## src/rtl/ignition_timer_if.sv

```systemverilog
// Ignition handshake between the sequencer (master) and ignition_timer (slave).
// CYLINDERS defaults to the `CFG_CYLINDERS build setting, or 4 when that is not set.
`ifndef CFG_CYLINDERS
`define CFG_CYLINDERS 4
`endif

interface ignition_timer_if #(
  parameter int CYLINDERS = `CFG_CYLINDERS,
  parameter int ADV_W     = 6
);
  localparam int CYL_W = (CYLINDERS > 1) ? $clog2(CYLINDERS) : 1;

  logic                 cal_ignition;
  logic [ADV_W-1:0]     advance;
  logic [CYL_W-1:0]     cyl_sel;
  logic                 ignite;
  logic [CYLINDERS-1:0] btdc_ready;
  logic                 err_late;

  modport master (
    output cal_ignition, advance, cyl_sel, ignite,
    input  btdc_ready, err_late
  );

  modport slave (
    input  cal_ignition, advance, cyl_sel, ignite,
    output btdc_ready, err_late
  );
endinterface

```

## src/rtl/ignition_timer.sv

```systemverilog
// Ignition responder: latches advance and cylinder, counts compression ticks, then fires the coil.
// Define HUST_EFI_IGN_LATE_ERR_EN to enable err_late and the debug late counter.
`ifndef CFG_CYLINDERS
`define CFG_CYLINDERS 4
`endif

module ignition_timer #(
  parameter int CYLINDERS    = `CFG_CYLINDERS,
  parameter int TEETH        = 36,
  parameter int ADV_W        = 6,
  parameter int SPARK_CYCLES = 16
) (
  input  logic                 clk,
  input  logic                 reset_n,
  input  logic                 on,
  input  logic [1:0]           stroke,
  input  logic                 crank_tick,
  ignition_timer_if.slave      bus,
  output logic [CYLINDERS-1:0] coil,
  output logic                 busy
);

  localparam int CYL_W = (CYLINDERS > 1) ? $clog2(CYLINDERS) : 1;
  localparam int HALF  = TEETH / 2;
  localparam int SPK_W = (SPARK_CYCLES > 1) ? $clog2(SPARK_CYCLES) : 1;

  localparam logic [ADV_W-1:0] HALF_V   = ADV_W'(HALF);
  localparam logic [SPK_W-1:0] SPK_LAST = SPK_W'(SPARK_CYCLES - 1);

  typedef enum logic [1:0] {IDLE, ARM, READY, FIRE} state_e;
  typedef enum logic [1:0] {INTAKE, COMPRESSION, COMBUSTION, EXHAUST} stroke_e;

  state_e               state_q, state_d;
  stroke_e              stroke_s;
  logic [ADV_W-1:0]     tick_q;
  logic [ADV_W-1:0]     cnt_next;
  logic [ADV_W-1:0]     target_q;
  logic [ADV_W-1:0]     adv_c;
  logic [CYL_W-1:0]     cyl_q;
  logic [CYL_W-1:0]     cyl_mod;
  logic [SPK_W-1:0]     spark_q;
  logic [CYLINDERS-1:0] cyl_hot;
  logic [CYLINDERS-1:0] btdc_q;
  logic [CYLINDERS-1:0] coil_q;
  logic                 late_evt;
  logic                 latch_req;

  assign stroke_s = stroke_e'(stroke);

  // Saturate the advance to one stroke so the target never wraps below zero.
  assign adv_c   = (bus.advance > HALF_V) ? HALF_V : bus.advance;
  assign cyl_mod = CYL_W'(32'(bus.cyl_sel) % 32'(CYLINDERS));
  assign cyl_hot = CYLINDERS'(1) << cyl_q;

  always_ff @(posedge clk or negedge reset_n) begin
    if (!reset_n) begin
      state_q <= IDLE;
    end else begin
      // NOTE: every clocked assignment is non-blocking so all registers update from pre-edge values.
      state_q <= state_d;
    end
  end

  always_comb begin
    // NOTE: each signal gets a default before the case so no path leaves it unassigned (no latch).
    state_d   = state_q;
    cnt_next  = tick_q;
    late_evt  = 1'b0;
    latch_req = 1'b0;

    if (stroke_s == COMPRESSION && crank_tick && tick_q != '1) begin
      cnt_next = tick_q + ADV_W'(1);
    end

    case (state_q)
      IDLE: begin
        if (bus.cal_ignition) begin
          latch_req = 1'b1;
          state_d   = ARM;
        end
      end
      ARM: begin
        if (stroke_s == COMPRESSION && cnt_next >= target_q) begin
          state_d = READY;
        end else if (stroke_s == COMBUSTION) begin
          // Compression was missed entirely; treat it as a late fire.
          late_evt = 1'b1;
          state_d  = IDLE;
        end
      end
      READY: begin
        if (bus.ignite) begin
          state_d = FIRE;
        end else if (stroke_s != COMPRESSION) begin
          late_evt = 1'b1;
          state_d  = IDLE;
        end
      end
      FIRE: begin
        if (spark_q == SPK_LAST) begin
          state_d = IDLE;
        end
      end
      default: state_d = IDLE;
    endcase

    if (!on) begin
      state_d   = IDLE;
      late_evt  = 1'b0;
      latch_req = 1'b0;
    end
  end

  always_ff @(posedge clk or negedge reset_n) begin
    if (!reset_n) begin
      tick_q   <= '0;
      target_q <= '0;
      cyl_q    <= '0;
      spark_q  <= '0;
      btdc_q   <= '0;
      coil_q   <= '0;
    end else begin
      if (latch_req) begin
        target_q <= HALF_V - adv_c;
        cyl_q    <= cyl_mod;
      end
      tick_q  <= (state_q == ARM && state_d == ARM) ? cnt_next : '0;
      spark_q <= (state_q == FIRE && state_d == FIRE) ? spark_q + SPK_W'(1) : '0;
      // Outputs are registered off the next state so they line up with the state register.
      btdc_q  <= (state_d == READY) ? cyl_hot : '0;
      coil_q  <= (state_d == FIRE) ? cyl_hot : '0;
    end
  end

`ifdef HUST_EFI_IGN_LATE_ERR_EN
  logic        err_q;
  logic [15:0] late_cnt;

  always_ff @(posedge clk or negedge reset_n) begin
    if (!reset_n) begin
      err_q    <= 1'b0;
      late_cnt <= '0;
    end else begin
      err_q <= late_evt;
      if (late_evt && late_cnt != '1) begin
        late_cnt <= late_cnt + 16'd1;
      end
    end
  end

  assign bus.err_late = err_q;
`else
  logic unused_late;
  assign unused_late  = late_evt;
  assign bus.err_late = 1'b0;
`endif

  assign bus.btdc_ready = btdc_q;
  assign coil           = coil_q;
  assign busy           = (state_q != IDLE);

endmodule

```

## src/flat_wrapper.sv

```systemverilog
// flat-port wrapper written by rule: the top's interface ports become plain ports
module ignition_timer_flat 
#(
  parameter int CYLINDERS    = `CFG_CYLINDERS,
  parameter int TEETH        = 36,
  parameter int ADV_W        = 6,
  parameter int SPARK_CYCLES = 16
)
  (clk, reset_n, on, stroke, crank_tick, coil, busy, bus_cal_ignition, bus_advance, bus_cyl_sel, bus_ignite, bus_btdc_ready, bus_err_late);
  ignition_timer_if #(.CYLINDERS(CYLINDERS), .ADV_W(ADV_W)) bus_i ();
  input  logic clk;
  input  logic reset_n;
  input  logic on;
  input  logic [1:0] stroke;
  input  logic crank_tick;
  output logic [CYLINDERS-1:0] coil;
  output logic busy;
  input wire logic [$bits(bus_i.cal_ignition)-1:0] bus_cal_ignition;
  input wire logic [$bits(bus_i.advance)-1:0] bus_advance;
  input wire logic [$bits(bus_i.cyl_sel)-1:0] bus_cyl_sel;
  input wire logic [$bits(bus_i.ignite)-1:0] bus_ignite;
  output wire logic [$bits(bus_i.btdc_ready)-1:0] bus_btdc_ready;
  output wire logic [$bits(bus_i.err_late)-1:0] bus_err_late;
  assign bus_i.cal_ignition = bus_cal_ignition;
  assign bus_i.advance = bus_advance;
  assign bus_i.cyl_sel = bus_cyl_sel;
  assign bus_i.ignite = bus_ignite;
  assign bus_btdc_ready = bus_i.btdc_ready;
  assign bus_err_late = bus_i.err_late;
  ignition_timer #(.CYLINDERS(CYLINDERS), .TEETH(TEETH), .ADV_W(ADV_W), .SPARK_CYCLES(SPARK_CYCLES)) u_core (.clk(clk), .reset_n(reset_n), .on(on), .stroke(stroke), .crank_tick(crank_tick), .bus(bus_i), .coil(coil), .busy(busy));
endmodule
```

## config.mk

```make
export PLATFORM = sky130hd
export DESIGN_NAME = ignition_timer_flat
export DESIGN_NICKNAME = d
export VERILOG_FILES = /design/src/rtl/ignition_timer_if.sv /design/src/rtl/ignition_timer.sv /design/src/flat_wrapper.sv
export SDC_FILE = /design/constraint.sdc
export NUM_CORES = 1
export LEC_CHECK = 0
export ABC_AREA = 0
export BUFFER_PORTS_ARGS = -buffer_cell sky130_fd_sc_hd__clkbuf_2
export CAP_MARGIN = 5
export CORE_MARGIN = 2
export CORE_UTILIZATION = 52
export CTS_CLUSTER_DIAMETER = 80
export DETAILED_ROUTE_END_ITERATION = 8
export GPL_TIMING_DRIVEN = 0
export PLACE_DENSITY = 0.75
export SLEW_MARGIN = 20
export SYNTH_ARGS = -nofsm -noshare
export SYNTH_HDL_FRONTEND = slang
export SYNTH_SLANG_ARGS = --single-unit
export TNS_END_PERCENT = 30
```

## constraint.sdc

```tcl
create_clock -name clk -period 3 [get_ports clk]
set_clock_uncertainty 0.05 [all_clocks]
set_input_delay 0.6 -clock clk [delete_from_list [all_inputs] [get_ports clk]]
set_output_delay 0.6 -clock clk [all_outputs]
set_load 0.005 [all_outputs]
```

**After elaboration in Yosys (flattened, before gate mapping)**

Cells that the tools add are included.

- Bits in registers: 28
- Output and inout port bits: 10
- Word-level logic and storage cells: 48

- $add $sub $neg: 3
- $lt $le $gt $ge: 2
- Equality and inequality tests: 11
- Shift operators: 1
- Muxes and demuxes: 17
- Reductions and logical operators: 7

Operator list:

| operator | number |
|---|---|
| two-way mux 6 bit | 3 |
| two-way mux 2 bit | 7 |
| two-way mux 4 bit | 3 |
| equality test 2 bit, second input constant | 5 |
| one-hot mux 2 bit (4 select lines) | 1 |
| adder 6 x 1 -> 6 bit, second input constant | 1 |
| equality test 2 x 1 -> 1 bit, second input constant | 3 |
| >= comparator 6 bit | 1 |
| > comparator 6 x 5 -> 1 bit, second input constant | 1 |
| inequality test 6 bit, second input constant | 1 |
| subtractor 5 x 6 -> 6 bit, first input constant | 1 |
| logical AND 1 bit | 5 |
| adder 4 x 1 -> 4 bit, second input constant | 1 |
| equality test 4 bit, second input constant | 1 |
| left shift 1 x 2 -> 4 bit, first input constant | 1 |
| two-way mux 1 bit | 3 |
| zero test 2 bit | 1 |
| inequality test 2 x 1 -> 1 bit, second input constant | 1 |
| nonzero test 2 bit | 1 |

**Longest topological paths before layout**

Gate-level depths: netlist of run 1.

- Depth after elaboration: 12
- Depth in mapped cells: 11
- Gate-level depth less buffers: 11

**Worst setup path after synthesis of run 1**

OpenSTA, ideal clock, no wires.

- Path type: reg-to-reg
- Start point: register u_core.tick_q[0]
- End point: register u_core.btdc_q[0] (netlist: u_core.bus.btdc_ready[0])
- Arrival: 2.581 ns
- Data required time: 2.863 ns
- Slack: 0.283 ns
- Stages on the path, launching flop included: 12
- Buffers on the path: 0
- Period minus slack after synthesis: 2.717 ns
- Cell sequence: dfrtp_1 ha_1 and3_4 a311oi_4 nand3_1 xnor2_1 ha_1 and2_1 nand3_1 o2111ai_1 nand4_1 nor3_1

- Longest elaborated chain between the ends: 10
- Elaborated cells on any way between the ends: 11
- Classes of those cells: add/sub: 1; order compare: 1; eq/ne: 2; mux: 5; reduce/logical: 2

RTL lines:

| item | RTL line | RTL |
|---|---|---|
| start, declared | ignition_timer.sv:35 | `logic [ADV_W-1:0] tick_q;` |
| start signal, assigned | ignition_timer.sv:127 | `tick_q <= (state_q == ARM && state_d == ARM) ? cnt_next : '0;` |
| parallel branches: the longest is 2 deep, another holds adder 6 x 1 -> 6 bit | - |  |
| two-way mux 6 bit * | ignition_timer.sv:71 | `if (stroke_s == COMPRESSION && crank_tick && tick_q != '1) begin` |
| >= comparator 6 bit * | ignition_timer.sv:83 | `if (stroke_s == COMPRESSION && cnt_next >= target_q) begin` |
| logical AND 1 bit * | ignition_timer.sv:83 |  |
| two-way mux 2 bit * | ignition_timer.sv:83 |  |
| one-hot mux 2 bit (4 select lines) * | ignition_timer.sv:75 | `case (state_q)` |
| two-way mux 2 bit * | ignition_timer.sv:107 | `if (!on) begin` |
| equality test 2 bit * | ignition_timer.sv:130 | `btdc_q <= (state_d == READY) ? cyl_hot : '0;` |
| two-way mux 4 bit * | ignition_timer.sv:130 |  |
| end signal, assigned | ignition_timer.sv:130 |  |
| end, declared | ignition_timer.sv:43 | `logic [CYLINDERS-1:0] btdc_q;` |

Mark *: on every way between the ends.
A chain may end at the register's enable or synchronous reset.

**Worst setup path in the final report of run 1**

- Start point: register u_core.tick_q[0]
- End point: register u_core.btdc_q[3] (netlist: u_core.bus.btdc_ready[3])

Same word-level chain as after synthesis.

==> metrics, run 1 <==
fin util roughly two thirds; Post-synth EDFFs 0; Synth cell types 38; clock-pin transition on the worst setup and hold timing paths around 150 ps; GR Util met2 a little under a third; vias in the first global route 1076; Rel. slew slack around 56%; Synth Area in Simple Gates 25.7%; layout cell share with drive strength beyond 1 roughly a third; diode count 0; CP Data Arrival Time 3160 ps; final setup fails 0; Inst Count DP 206; M1 GR Usage between 20% and 30%; Syn Std Cell Area about 1500 sq um; Critical Path Fanout Max 5; fin area ~1800 sq um; Filler cells between 200 and 250; DP HPWL slightly above 2000 um; warnings from Yosys 0; initial antenna violation count 0; Peak Freq about 340 MHz; async set or reset register ratio after synthesis 100%; status finished, final reports clean; Nets approximately 210; Synth area leaders dfrtp_1 (48%), ha_1 (7.6%), nand2_1 (4.8%); starting density of the core a little over half; CTS HTree Levels 1; critical path's top delay family simple AND/OR/NAND/NOR gates; Chip Height roughly 57 um; Most Crowded Layer GR met2; fin crit period a little under 3000 ps; Most used DFF post-synth dfrtp_1; top-count cell post-synth dfrtp_1; Residual DRC 0; largest net degree at the start of global routing 29; Max-Cap Viols 0; 1st-iter DRT viols 38; critical path launch point type flip-flop; Final Max Tran Viols 0; Synth Area in XOR/XNOR approximately 4.8%; syn_nets between 150 and 200; grt ovf 0; Vias approximately 1200; synthesized area per cell just under 10 sq um; Syn-to-layout area delta 25.3%; pwr dens between 400 and 500 nW/um^2; WL final approximately 2800 um; post-synthesis register bit count 28; die width 57.2 um; CORE AREA 2730 sq um; Synth area leader dfrtp_1; post-synthesis mux area share less than 1%; Buf/Inv on CP 2; sequential area share after synthesis a little under half; drt first pass iters 4; clk root buf clkbuf_4; TritonCTS clock tree built; die area 3270 sq um; worst slew pin tran 661 ps; post-synthesis cell count between 150 and 200; Largest stage delay, worst path approximately 450 ps; Synth top area share 47.6%; CTS buffer count 3; met3 usage 2.04%; # port buffers 24; final worst path period share between 90% and 100%; post-synthesis compound-gate area fraction 9.86%; post-synthesis adder-cell area fraction 7.65%; commonest cells in the netlist dfrtp_1 (28), nand2_1 (19), nor2_1 (16); worst min path class primary input to asynchronous set/reset pin; largest family of logic cells by synthesized area simple AND/OR/NAND/NOR gates; non-filler cells, final 218; Register Area 701 sq um; Crit Path Category flip-flop to flip-flop; clock buffer depth 2; Sum Neg Setup Slack 0 ps; Worst setup EP type flip-flop; Pleak between 0.8 and 0.9 nW; Routability Congestion roughly 0.8; crit-path cells ha_2, and3_4, a311oi_4, buf_4, nand2_2, xnor2_2, ha_1, and2_4, nand3_2, o2111ai_2, nand4_1, buf_6, nor3_2; Skew-Pair Late Insertion Delay about 320 ps; IO Pins 26; Worst Path Required ~3200 ps; first-pass GRT wire length 4690 um; Antenna Nets Post-Route 0; GR Util All Layers between 10% and 20%; Slowest-stage cell, CP dfrtp_1; placed inst area roughly 1600 sq um; DR WL/cell ~13 um; clock sinks 28; DR vias/cell 5.35; Hold Fails Final Rpt 0; row count 19; Max VDD drop between 300 and 400 uV; CTS Hold Bufs 0; multi-input logic area a little over 800 sq um
## cells by family after synthesis
| kind of cell | count (synthesis) |
|---|---|
| muxes | 1 |
| DFF | 28 |
| buffers and inverters | 12 |
| other | 1 |
| adders and majority gates | 9 |
| and+or+nand+nor | 73 |
| AOI/OAI and AO/OA | 19 |
| xor gates and xnor gates | 8 |
## timing repair
action                     4_1_cts  5_1_grt
setup endpoints to repair        5       11
gates resized for setup          1       21
pin swaps                        1       16
hold endpoints to repair         0        0
cloned                           0        0
setup buffers                    1        7
## final cells by class
cell class                      count  share of cell area [%]
Inverter                            9                    1.83
Clock inverter                      1                    1.63
Multi-Input combinational cell    111                    44.4
Buffer                              3                   0.881
Timing Repair Buffer               32                    9.97
Sequential cell                    28                    38.0
Tap cell                           31                    2.10
Clock buffer                        3                    1.22
## final timing paths
check                                   start                        to  slack (ps)  depth (start not counted)
max                          u_core.tick_q[0]  u_core.bus.btdc_ready[3]          40                         13
min                                   reset_n          u_core.tick_q[0]         230                          1
max reg2reg                  u_core.tick_q[0]  u_core.bus.btdc_ready[3]          40                         13
min reg2reg                u_core.target_q[2]        u_core.target_q[2]         450                          2
max in group asynchronous             reset_n         u_core.state_q[1]        2250                          1
min in group clk               bus_cyl_sel[0]           u_core.cyl_q[0]         420                          3
## through the flow
step	worst slack, ps	hold slack (ps)	power (mW)
final	42.0	228	0.796
after global routing	-89.9	273	0.839
after CTS	60.9	249	0.772
after detailed placement	-83.0	413	0.530
after global placement	-4.88	395	0.524
after floorplan	283	254	0.486
## where the power goes
group	internal (mW)	switching [mW]	total, mW	leakage [nW]
clock network	0.135	0.108	0.243	0.0279
logic	0.0612	0.0830	0.144	0.490
registers	0.396	0.0127	0.409	0.382
total	0.592	0.204	0.796	0.900
## registers in the layout (all words and copies together) (netlist names)
register	flops
u_core.spark_q	4
u_core.cyl_q	2
u_core.target_q	6
u_core.tick_q	6
u_core.coil	4
u_core.state_q	2
u_core.bus.btdc_ready	4
## routing by layer
layer | vias up | routed length (um)
met5 | - | 0
met4 | 0 | 24
met3 | 2 | 93
met2 | 24 | 1470
met1 | 554 | 1250
li1 | 587 | -
## layout by cell type (no fill, tap or decap), types with 2 or more instances in the layout
cell type | netlist | final
o21ai_0 | 5 | 5
inv_1 | 9 | 9
nand2b_1 | 5 | 5
nand4_1 | 6 | 6
clkbuf_4 | 0 | 3
xor2_1 | 2 | 2
nor3_2 | 0 | 3
nor2b_1 | 6 | 6
a21o_1 | 2 | 2
ha_1 | 9 | 8
xnor2_2 | 0 | 3
buf_4 | 1 | 8
a21oi_2 | 0 | 2
xnor2_1 | 6 | 3
clkbuf_2 | 0 | 24
nand3_1 | 5 | 3
dfrtp_1 | 28 | 28
nand3_2 | 0 | 2
a21oi_1 | 5 | 3
nor2_1 | 16 | 15
nand2_1 | 19 | 18
Note: power is estimated with default switching activity, not from simulation.
==> inputs of run 2 (changes only) <==
- ABC_CLOCK_PERIOD_IN_PS: not set -> 3000
- CORE_UTILIZATION: 52 -> 54
- MAX_ROUTING_LAYER: not set -> met4
- PLACE_DENSITY: 0.75 -> 0.77
==> metrics, run 2 (synthesis results as in run 1) <==
status finished, final reports clean; Worst Path Required 3170 ps (-40 ps); Skew-Pair Late Insertion Delay 330 ps (about the same); Inst Count DP 205 (-0.49%); Hold Fails Final Rpt 0 (unchanged); Syn-to-layout area delta 20.7%; worst slew pin tran 660 ps (-1.82 ps); DR vias/cell 5.27 (-1.6%); Slowest-stage cell, CP dfrtp_1; worst r2r dst u_core.bus.btdc_ready[3]; DR WL met2 1350 um (-8.2%); initial antenna violation count 0 (unchanged); CTS Hold Bufs 0 (unchanged); crit-path cells ha_2, and3_4, a311oi_4, buf_4, nand4_1, xnor2_2, ha_1, a21o_1, a21boi_1, o221ai_1, nor2_2, nor3_1; Crit Path Category flip-flop to flip-flop; clock sinks 28 (unchanged); critical path depth 12 (-1); CTS buffer count 3 (unchanged); grt ovf 0 (unchanged); IO Pins 26 (unchanged); largest net degree at the start of global routing 29 (unchanged); Final Max Tran Viols 0 (unchanged); Critical Path Fanout Max 5 (unchanged); Filler cells 205 (-8.9%); Largest stage delay, worst path 440 ps (about the same); critical path launch point type flip-flop; max layer used met4; Buf/Inv on CP 1 (-1); 1st-iter DRT viols 8 (-79%); Routability Congestion 0.880 (+10%); Rel. slew slack 56.0% (+0.12 points); Peak Freq 339 MHz (+0.21%); Max VDD drop 340 uV (-7.0%); Nets 211 (-0.94%); Routed met3 length 80 um (-14%); DP HPWL 2120 um (+3.8%); Sum Neg Setup Slack 0 ps (unchanged); reg2reg path depth 12 (-1); Worst setup EP type flip-flop; multi-input logic area 772 sq um (-5.8%); Pleak 0.864 nW (-3.9%); Max-Cap Viols 0 (unchanged); drt first pass iters 4 (unchanged); Antenna Nets Post-Route 0 (unchanged); most common cell after layout, fill and taps aside dfrtp_1; largest registers u_core.target_q (6), u_core.tick_q (6); Metal-1 WL 1280 um (+2.8%); vias in the first global route 1134 (+5.4%); first-pass GRT wire length 4600 um (-1.9%); row count 18 (-1); Chip Height 56.2 um (-1.7%); Worst R2R Setup Slack 50 ps (about the same); CP Launch Point u_core.tick_q[1]; die area 3160 sq um (-3.4%); pwr dens 436 nW/um^2 (+1.0%); RR Startpoint u_core.tick_q[1]; # port buffers 24 (unchanged); die width 56.2 um (-1.7%); Register Area 701 sq um (unchanged); Vias 1132 (-3.0%); starting density of the core 58.4% (+4.5 points); critical path's top delay family compound AO/OA/AOI/OAI gates; CTS HTree Levels 1 (unchanged); non-filler cells, final 215 (-1.4%); WL final 2730 um (-3.9%); fin crit period 2950 ps (-6.08 ps); GR Util All Layers 18.6% (+0.37 points); DR WL/cell 12.7 um (-2.6%); diode count 0 (unchanged); TritonCTS clock tree built; layout cell share with drive strength beyond 1 29.2% (-5.0 points); RSZ-0062 raised after global routing yes; clock-pin transition on the worst setup and hold timing paths 150 ps (about the same); commonest non-fill, non-tap cells in the layout dfrtp_1 (28), clkbuf_2 (24), nand2_1 (19), nor2_1 (15), inv_1 (9); final worst path period share 98.4% (-0.20 points); worst min path class primary input to asynchronous set/reset pin; CORE AREA 2520 sq um (-7.7%); CP Data Arrival Time 3130 ps (-30 ps); Residual DRC 0 (unchanged); clock buffer depth 2 (unchanged); clk root buf clkbuf_4; final setup fails 0 (unchanged)
run 2: how the worst max path moves through the flow:
stage                                           to  slack [ps]
after CTS                 u_core.bus.btdc_ready[0]          80
after global routing      u_core.bus.btdc_ready[3]         -80
after detailed placement  u_core.bus.btdc_ready[0]        -100
after global placement    u_core.bus.btdc_ready[2]           3
final                     u_core.bus.btdc_ready[3]          50
after floorplan           u_core.bus.btdc_ready[0]         280
run 2: power breakdown:
part           switching (mW)  leakage [nW]  internal, mW
logic                  0.0744         0.455        0.0487
registers              0.0132         0.382         0.396
clock network           0.107        0.0279         0.135
total                   0.195         0.864         0.580
run 2: cell type report:
class                      instances  share of cell area [%]
multi-input combinational        111                    43.4
sequential                        28                    39.4
timing repair buffer              30                    9.29
tap                               30                    2.11
inverter                           9                    1.90
clock inverter                     1                    1.69
clock buffer                       3                    1.27
buffer                             3                   0.915
run 2: layer usage:
layer  up-vias  global-route usage (%)
li1        591                       -
met1       521                    22.9
met2        18                    32.3
met3         2                    2.56
met4         0                    5.10
met5         -                       -
run 2: through the flow:
stage	worst slack (ps)	utilization, %	cell area (sq um)	power, mW	hold WS (ps)
CTS	76.8	67.6	1710	0.776	232
finish	48.1	70.5	1780	0.775	223
global placement	2.65	64.6	1630	0.524	393
floorplan	283	-	1470	0.486	254
detailed placement	-98.4	64.6	1630	0.530	414
global route	-82.7	70.5	1780	0.815	270
run 2: repair_timing:
action                                 4_1_cts  5_1_grt
setup endpoints to repair                    4       11
buffers inserted                             3        3
pin swaps                                    1       13
endpoints found under the hold margin        0        0
resized for setup                            0       11
